### config.mk
export PLATFORM = sky130hd
export DESIGN_NAME = uart_rx_flow_ctrl
export DESIGN_NICKNAME = d
export VERILOG_FILES = /design/src/rtl/uart_rx_flow_ctrl.sv
export SDC_FILE = /design/constraint.sdc
export NUM_CORES = 1
export LEC_CHECK = 0
export CAP_MARGIN = 20
export CORE_MARGIN = 4
export CORE_UTILIZATION = 56
export DETAILED_ROUTE_END_ITERATION = 7
export GPL_TIMING_DRIVEN = 0
export PLACE_DENSITY = 0.79
export SLEW_MARGIN = 0
export SYNTH_ARGS = -nofsm -noshare
export SYNTH_HDL_FRONTEND = slang
export SYNTH_SLANG_ARGS = --single-unit
### constraint.sdc
create_clock -name Clk -period 3.06 [get_ports Clk]
set_input_delay 0.612 -clock Clk [delete_from_list [all_inputs] [get_ports Clk]]
set_output_delay 0.612 -clock Clk [all_outputs]
set_load 0.05 [all_outputs]
### src/rtl/uart_rx_flow_ctrl.sv
// UART receive-side FIFO with RTS watermark flow control and sticky error status.
// Define UART_RX_ERR_COUNT_EN to add the saturating Err_Count output.
module uart_rx_flow_ctrl #(
  parameter int DATA_BITS  = 8,
  parameter int FIFO_DEPTH = 8,
  parameter int HIGH_WATER = 6,
  parameter int LOW_WATER  = 2
) (
  input  logic                            Clk,
  input  logic                            Rst_N,
  input  logic [DATA_BITS-1:0]            Rx_Data_In,
  input  logic                            Rx_Data_Rdy_In,
  input  logic [2:0]                      Rx_Error_In,
  output logic                            RTS_Out,
  output logic                            Rd_Valid,
  output logic [DATA_BITS-1:0]            Rd_Data,
  input  logic                            Rd_En,
  output logic [$clog2(FIFO_DEPTH):0]     Fifo_Count,
  output logic [3:0]                      Err_Status,
`ifdef UART_RX_ERR_COUNT_EN
  output logic [7:0]                      Err_Count,
`endif
  input  logic                            Err_Clr
);

  localparam int AW = $clog2(FIFO_DEPTH);
  localparam int CW = AW + 1;
  localparam logic [CW-1:0] DEPTH_C = CW'(FIFO_DEPTH);
  localparam logic [CW-1:0] HW_C    = CW'(HIGH_WATER);
  localparam logic [CW-1:0] LW_C    = CW'(LOW_WATER);

  typedef enum logic [1:0] {
    ST_INIT,
    ST_RUN,
    ST_HOLD
  } state_e;

  state_e state_q, state_d;

  logic [DATA_BITS-1:0] mem_q [FIFO_DEPTH];
  logic [AW-1:0] wr_ptr_q, wr_ptr_d;
  logic [AW-1:0] rd_ptr_q, rd_ptr_d;
  logic [CW-1:0] count_q, count_d;
  logic [3:0]    status_q, status_d;
  logic          rdy_q, err_q;
  logic          rts_q, rts_d;

  logic good_evt, err_evt;
  logic full, empty;
  logic pop, do_push, ovr;

  // Level inputs count once: only the rising edge is an event.
  assign good_evt = Rx_Data_Rdy_In & ~rdy_q;
  assign err_evt  = (|Rx_Error_In) & ~err_q;

  assign full    = (count_q == DEPTH_C);
  assign empty   = (count_q == '0);
  assign pop     = Rd_En & ~empty;
  assign do_push = good_evt & (~full | pop);
  assign ovr     = good_evt & full & ~pop;

  always_comb begin
    wr_ptr_d = wr_ptr_q;
    rd_ptr_d = rd_ptr_q;
    count_d  = count_q;
    if (do_push) wr_ptr_d = wr_ptr_q + 1'b1;
    if (pop)     rd_ptr_d = rd_ptr_q + 1'b1;
    count_d = count_q + CW'(do_push) - CW'(pop);
  end

  always_comb begin
    status_d = Err_Clr ? 4'b0000 : status_q;
    if (err_evt) status_d[2:0] = status_d[2:0] | Rx_Error_In;
    if (ovr)     status_d[3]   = 1'b1;
  end

  always_comb begin
    state_d = state_q;
    unique case (state_q)
      ST_INIT: state_d = ST_RUN;
      ST_RUN:  if (count_d >= HW_C) state_d = ST_HOLD;
      ST_HOLD: if (count_d <= LW_C) state_d = ST_RUN;
      default: state_d = ST_INIT;
    endcase
    rts_d = (state_d == ST_RUN);
  end

  always_ff @(posedge Clk or negedge Rst_N) begin
    if (!Rst_N) begin
      state_q  <= ST_INIT;
      wr_ptr_q <= '0;
      rd_ptr_q <= '0;
      count_q  <= '0;
      status_q <= '0;
      rdy_q    <= 1'b0;
      err_q    <= 1'b0;
      rts_q    <= 1'b0;
    end else begin
      state_q  <= state_d;
      wr_ptr_q <= wr_ptr_d;
      rd_ptr_q <= rd_ptr_d;
      count_q  <= count_d;
      status_q <= status_d;
      rdy_q    <= Rx_Data_Rdy_In;
      err_q    <= |Rx_Error_In;
      rts_q    <= rts_d;
    end
  end

  always_ff @(posedge Clk) begin
    if (do_push) mem_q[wr_ptr_q] <= Rx_Data_In;
  end

  // Empty FIFO presents zero so stale entries never leak to the host.
  assign Rd_Data    = empty ? '0 : mem_q[rd_ptr_q];
  assign Rd_Valid   = ~empty;
  assign Fifo_Count = count_q;
  assign Err_Status = status_q;
  assign RTS_Out    = rts_q;

`ifdef UART_RX_ERR_COUNT_EN
  logic [7:0] ecnt_q, ecnt_d;
  logic [1:0] n_evt;
  logic [8:0] sum;

  assign n_evt = {1'b0, err_evt} + {1'b0, ovr};
  assign sum   = {1'b0, ecnt_q} + {7'd0, n_evt};

  always_comb begin
    ecnt_d = ecnt_q;
    if (Err_Clr)       ecnt_d = {6'd0, n_evt};
    else if (sum[8])   ecnt_d = 8'hFF;
    else               ecnt_d = sum[7:0];
  end

  always_ff @(posedge Clk or negedge Rst_N) begin
    if (!Rst_N) ecnt_q <= '0;
    else        ecnt_q <= ecnt_d;
  end

  assign Err_Count = ecnt_q;
`endif

endmodule

# Word-level counts from Yosys, hierarchy flattened
# Memories as Yosys holds them, arrays and structs flattened.
# Cells that the tools add are included.
[word_totals]
reg_bits = 19
latchBits = 0
memories = 1
inputBits = 16
out_inout_bits = 18
elab_cells = 46
ram_bits = 64
romBits = 0
[memory_table]
columns = ["name", "depth", "width", "rd", "rd_ports_with_merged_regs", "write_ports", "line", "rtl"]
rows = [
  ["mem_q", 8, 8, 1, 0, 1, "40", "logic [DATA_BITS-1:0] mem_q [FIFO_DEPTH];"],
]
[classes]
n_bitwise = 13
eq_ne = 4
magnitude_cmp = 2
n_shift = 0
reduce_logical = 4
multipliers = 0
addsub = 4
muxes = 9
div_mod_pow = 0
[ops]
columns = ["cell", "count"]
rows = [
  ["$mux W8", 1],
  ["$add A3 B1 Y3 const B", 2],
  ["$and A1 B1 Y1", 6],
  ["$pmux W2 S3", 1],
  ["$not A1 Y1", 5],
  ["$add A4 B1 Y4", 1],
  ["$eq A2 B1 Y1 const B", 2],
  ["$eq A4 B4 Y1 const B", 1],
  ["$ge A4 B3 Y1 const B", 1],
  ["$le A4 B2 Y1 const B", 1],
  ["$logic_not A4 Y1", 1],
  ["$mux W2", 2],
  ["$mux W4", 1],
  ["$sub A4 B1 Y4", 1],
  ["$mux W1", 3],
  ["$mux W3", 1],
  ["$or A3 B3 Y3", 1],
  ["$reduce_or A3 Y1", 1],
  ["$eq A2 B2 Y1 const B", 1],
  ["$logic_not A2 Y1", 1],
  ["$reduce_bool A2 Y1", 1],
  ["$or A1 B1 Y1", 1],
]

# Depth between registers and ports, before layout
[logic_depth]
depth_word = 11
depth_mapped = 14
depth_no_buf = 13

# Worst setup path after synthesis
# No wires, ideal clock.
[synth_timing]
kind = "reg2reg"
startpoint = "register count_q[2] (netlist: Fifo_Count[2])"
endpoint = "register rts_q (netlist: RTS_Out)"
t_required_ns = 2.923
period_less_slack_ns = 2.902
path_stages_with_launch = 15
path_slack_ns = 0.158
t_arrival_ns = 2.766
path_cell_list = "dfrtp_1 inv_1 ha_1 nor3b_1 buf_2 nand2b_1 nand2_1 nand2_1 ha_1 inv_1 fa_1 xnor2_1 o21ai_0 a21oi_1 o22ai_1"
[synth_between]
elab_chain_cells = 11
[synth_lines]
columns = ["item", "line", "rtl"]
rows = [
  ["start: declaration", "43", "logic [CW-1:0] count_q, count_d;"],
  ["start signal: assignment", "102", "count_q <= count_d;"],
  ["$logic_not A4 Y1", "57", "assign empty = (count_q == '0);"],
  ["$not A1 Y1", "58", "assign pop = Rd_En & ~empty;"],
  ["$and A1 B1 Y1", "58", ""],
  ["$or A1 B1 Y1", "59", "assign do_push = good_evt & (~full | pop);"],
  ["$and A1 B1 Y1", "59", ""],
  ["$add A4 B1 Y4", "68", "count_d = count_q + CW'(do_push) - CW'(pop);"],
  ["$sub A4 B1 Y4 (*)", "68", ""],
  ["via count_d[2]", "43", ""],
  ["$le A4 B2 Y1 / $ge A4 B3 Y1 (equally long branches)", "82, 81", ""],
  ["$mux W2 (on tied branches)", "82, 81", ""],
  ["$pmux W2 S3 (*)", "79", "unique case (state_q)"],
  ["$eq A2 B1 Y1 (*)", "85", "rts_d = (state_d == ST_RUN);"],
  ["via rts_d", "46", "logic rts_q, rts_d;"],
  ["end signal: assignment", "106", "rts_q <= rts_d;"],
  ["end: declaration", "46", ""],
]
# The timed path passes the listed nets; every way through them passes the cells marked *.
# A chain may end at the register's enable or synchronous reset.

# Worst setup path in the final report
[layout_timing]
startpoint = "register rd_ptr_q[1]"
endpoint = "output Rd_Data[0]"
[layout_between]
elab_chain_cells = 2
[layout_lines]
columns = ["item", "line", "rtl"]
rows = [
  ["start: declaration", "42", "logic [AW-1:0] rd_ptr_q, rd_ptr_d;"],
  ["start signal: assignment", "101", "rd_ptr_q <= rd_ptr_d;"],
  ["$mem_v2 Z8 W8", "-", ""],
  ["$mux W8", "115", "assign Rd_Data = empty ? '0 : mem_q[rd_ptr_q];"],
  ["end: declaration", "16", "output logic [DATA_BITS-1:0] Rd_Data,"],
]
# No other way between the ends.

==> metrics <==
status=finished clean; Inserted Diodes=0; Slew headroom=0.372; Worst-path clk slew=around 0.080 ns; synthesized area per cell=17.4 um^2; Max Cap Violations=0; Post-CTS Hold Fix Bufs=0; Unique masters post-synth=31; WL final=6.21 mm; Hold Violations, Final=0; RD Place Congestion=0.777; # rows=28; vias in the first global route=1832; clk buf depth=2; 1st-pass router iterations=4; CP max FO=10; Max stage delay on crit path=about 0.42 ns; CP max stage cell=dlygate4sd2_1; CP Data Required Time=2.45 ns; Setup CP Type=reg -> out; first-pass GRT wire length=9.95 mm; Area contributors post-synth=edfxtp_1 56%, dfrtp_1 14%, mux4_2 5.9%; FFs w/ async S/R, synth=0.229; total setup buffers inserted after CTS=0; Max Transition Viols Final=0; Final period util=0.956; Pleak=between 1.5 and 2 nW; Area growth syn-to-layout=18.5%; cts bufs inserted=9; sequential fraction of the synthesis area=0.697; initial antenna violation count=0; Finished Core Util=0.684; CP arrival=2.31 ns; post-route ant nets=0; pin count of the biggest net entering global routing=20; Die Ht=86.4 um; DP HPWL=a little over 4 mm; WL met2=between 3 and 4 mm; H-tree depth=3; Top Metal Used=met4; top cell type's share of synthesized area=0.559; Syn Inst Count=just under 200; Yosys reg bits=83; cell internal pwr=2.48 mW; Final Net Count=268; net switching power=1.62 mW; cell area after synthesis=3440 um^2; pwr dens=approximately 1000 nW/um^2; Synthesized Nets=between 200 and 250; YS warnings=0; vias=roughly 1800; Top FF cell, synth=edfxtp_1; Worst Hold Slack=0.495 ns; DRC Markers=0; Critical Path Sink Type=output port; Clock power frac=0.189; sequential power share=0.366; final setup fails=0; layout cell share with drive strength beyond 1=0.153; Logic pwr share=0.446; Die Wd=86.4 um; clk sinks=83; I/O Buffers=33; Clock Skew=0.00784 ns; number of flops mapped to enable cells by yosys=64; core region area=5960 um^2; Critical path buffers and inverters=3; DRT iter0 DRCs=86; Root Driver=clkbuf_8; switching part of the total=0.395; Peak supply drop=between 0.8 and 0.9 mV; # IOs=34; most frequent cells after synthesis=64 x edfxtp_1, 19 x dfrtp_1, 16 x nor2_1; met1 wire length=2.85 mm; worst skew pair latency=~0.34 ns; CP Cell Sequence=clkbuf_2, buf_2, mux4_2, mux2i_1, nor2_1, dlygate4sd2_1; cell taking the most area after synthesis=edfxtp_1; average wire per standard cell=between 15 and 20 um; startpoint types=flop; Top Family by Delay on Critical Path=buffers and inverters; fmax=342 MHz; total gr overflow=0; Die ar.=7460 um^2; met3 wire length=227 um; initial core utilization=0.577; Filler Cell Count=411; CTS tree=yes; Hold Path Class=reg -> reg; post-route minimum period=2.93 ns; Total GRT Usage=0.187; vias per inst=5.64; most common cell in the netlist=edfxtp_1; Worst Max-Slew Pin Slew=between 0.9 and 1 ns
==> layout by cell type (no fill, tap or decap), drive strengths merged, types with 6 or more instances in the layout <==
cell,count
inv,15
ha,7
mux2i,8
nand2,10
o22ai,6
nand2b,6
edfxtp,64
nor2,16
clkdlybuf4s50,25
buf,7
mux4,16
dfrtp,19
dlygate4sd2,7
clkbuf,11
==> routing by layer <==
layer	vias to the layer above	global-route usage
met1	930	0.270
met2	37	0.286
met3	10	0.0380
li1	850	-
met4	0	0.0722
met5	-	0
==> what timing repair did <==
action	in CTS	in global routing
gates cloned	0	0
endpoints found under the setup margin	10	7
resized for setup	9	5
==> cell type report <==
cell class	count	area, um^2	area share
tap	75	93.8	0.0230
sequential	83	2400	0.588
buffer	6	56.3	0.0138
multi-input combinational	95	947	0.232
clock buffer	9	124	0.0304
clock inverter	7	76.3	0.0187
timing repair buffer	35	327	0.0802
inverter	14	52.6	0.0129
==> path summary, 6_finish.rpt <==
check,startpoint,endpoint,slack (ns),depth (start not counted)
worst min register to register,err_q,Err_Status[0],0.49,1
worst max-delay path,rd_ptr_q[1],Rd_Data[0],0.13,6
max in group asynchronous,Rst_N,Fifo_Count[0],1.77,1
min in group asynchronous,Rst_N,rdy_q,0.76,1
worst max register to register,Fifo_Count[2],state_q[0],0.20,14
worst min-delay path,err_q,Err_Status[0],0.49,1
==> power groups by stage <==
stage	Clock, mW	Sequential [mW]	Combinational [mW]
2_1_floorplan	0	1.63	1.24
4_1_cts	0.788	1.50	1.85
6_report	0.776	1.50	1.83
3_3_place_gp	0	1.51	1.85
5_1_grt	0.849	1.53	1.98
3_5_place_dp	0	1.53	1.89
==> stage by stage <==
step | instances | worst slack (ns) | TNS [ns] | power [mW] | cell area [um^2]
floorplan | 198 | 0.158 | 0 | 2.88 | 3440
global placement | 306 | -0.184 | -2.81 | 3.37 | 3860
detailed placement | 308 | -0.0269 | -0.0506 | 3.42 | 3870
CTS | 324 | 0.0621 | 0 | 4.14 | 4070
global route | 324 | -0.0239 | -0.0504 | 4.36 | 4070
finish | 324 | 0.134 | 0 | 4.11 | 4070
==> logic make-up (layout without fill, tap and decap cells) <==
| group | Yosys count | after routing | synth area share |
|---|---|---|---|
| fa+ha+maj | 8 | 8 | 0.0313 |
| compound gates | 15 | 15 | 0.0306 |
| xor+xnor | 7 | 7 | 0.0178 |
| buf+inv | 20 | 71 | 0.0309 |
| mux | 25 | 25 | 0.139 |
| flops | 83 | 83 | 0.697 |
| simple gates | 40 | 40 | 0.0531 |
==> worst register-to-register path: cells and delay by family, from the launching register on <==
family	cells	cell delay [ns]
simple gates	4	0.53
xor+xnor	1	0.27
compound gates	3	0.42
flops	1	0.39
fa+ha+maj	3	0.74
buf+inv	3	0.38
==> flip-flops by register name, summed over array words and instances (netlist names) <==
| signal | count |
|---|---|
| Err_Status | 4 |
| Fifo_Count | 4 |
| RTS_Out | 1 |
| err_q | 1 |
| mem_q | 64 |
| rd_ptr_q | 3 |
| rdy_q | 1 |
| state_q | 2 |
| wr_ptr_q | 3 |
No activity file was read; power rests on OpenSTA's default activity.
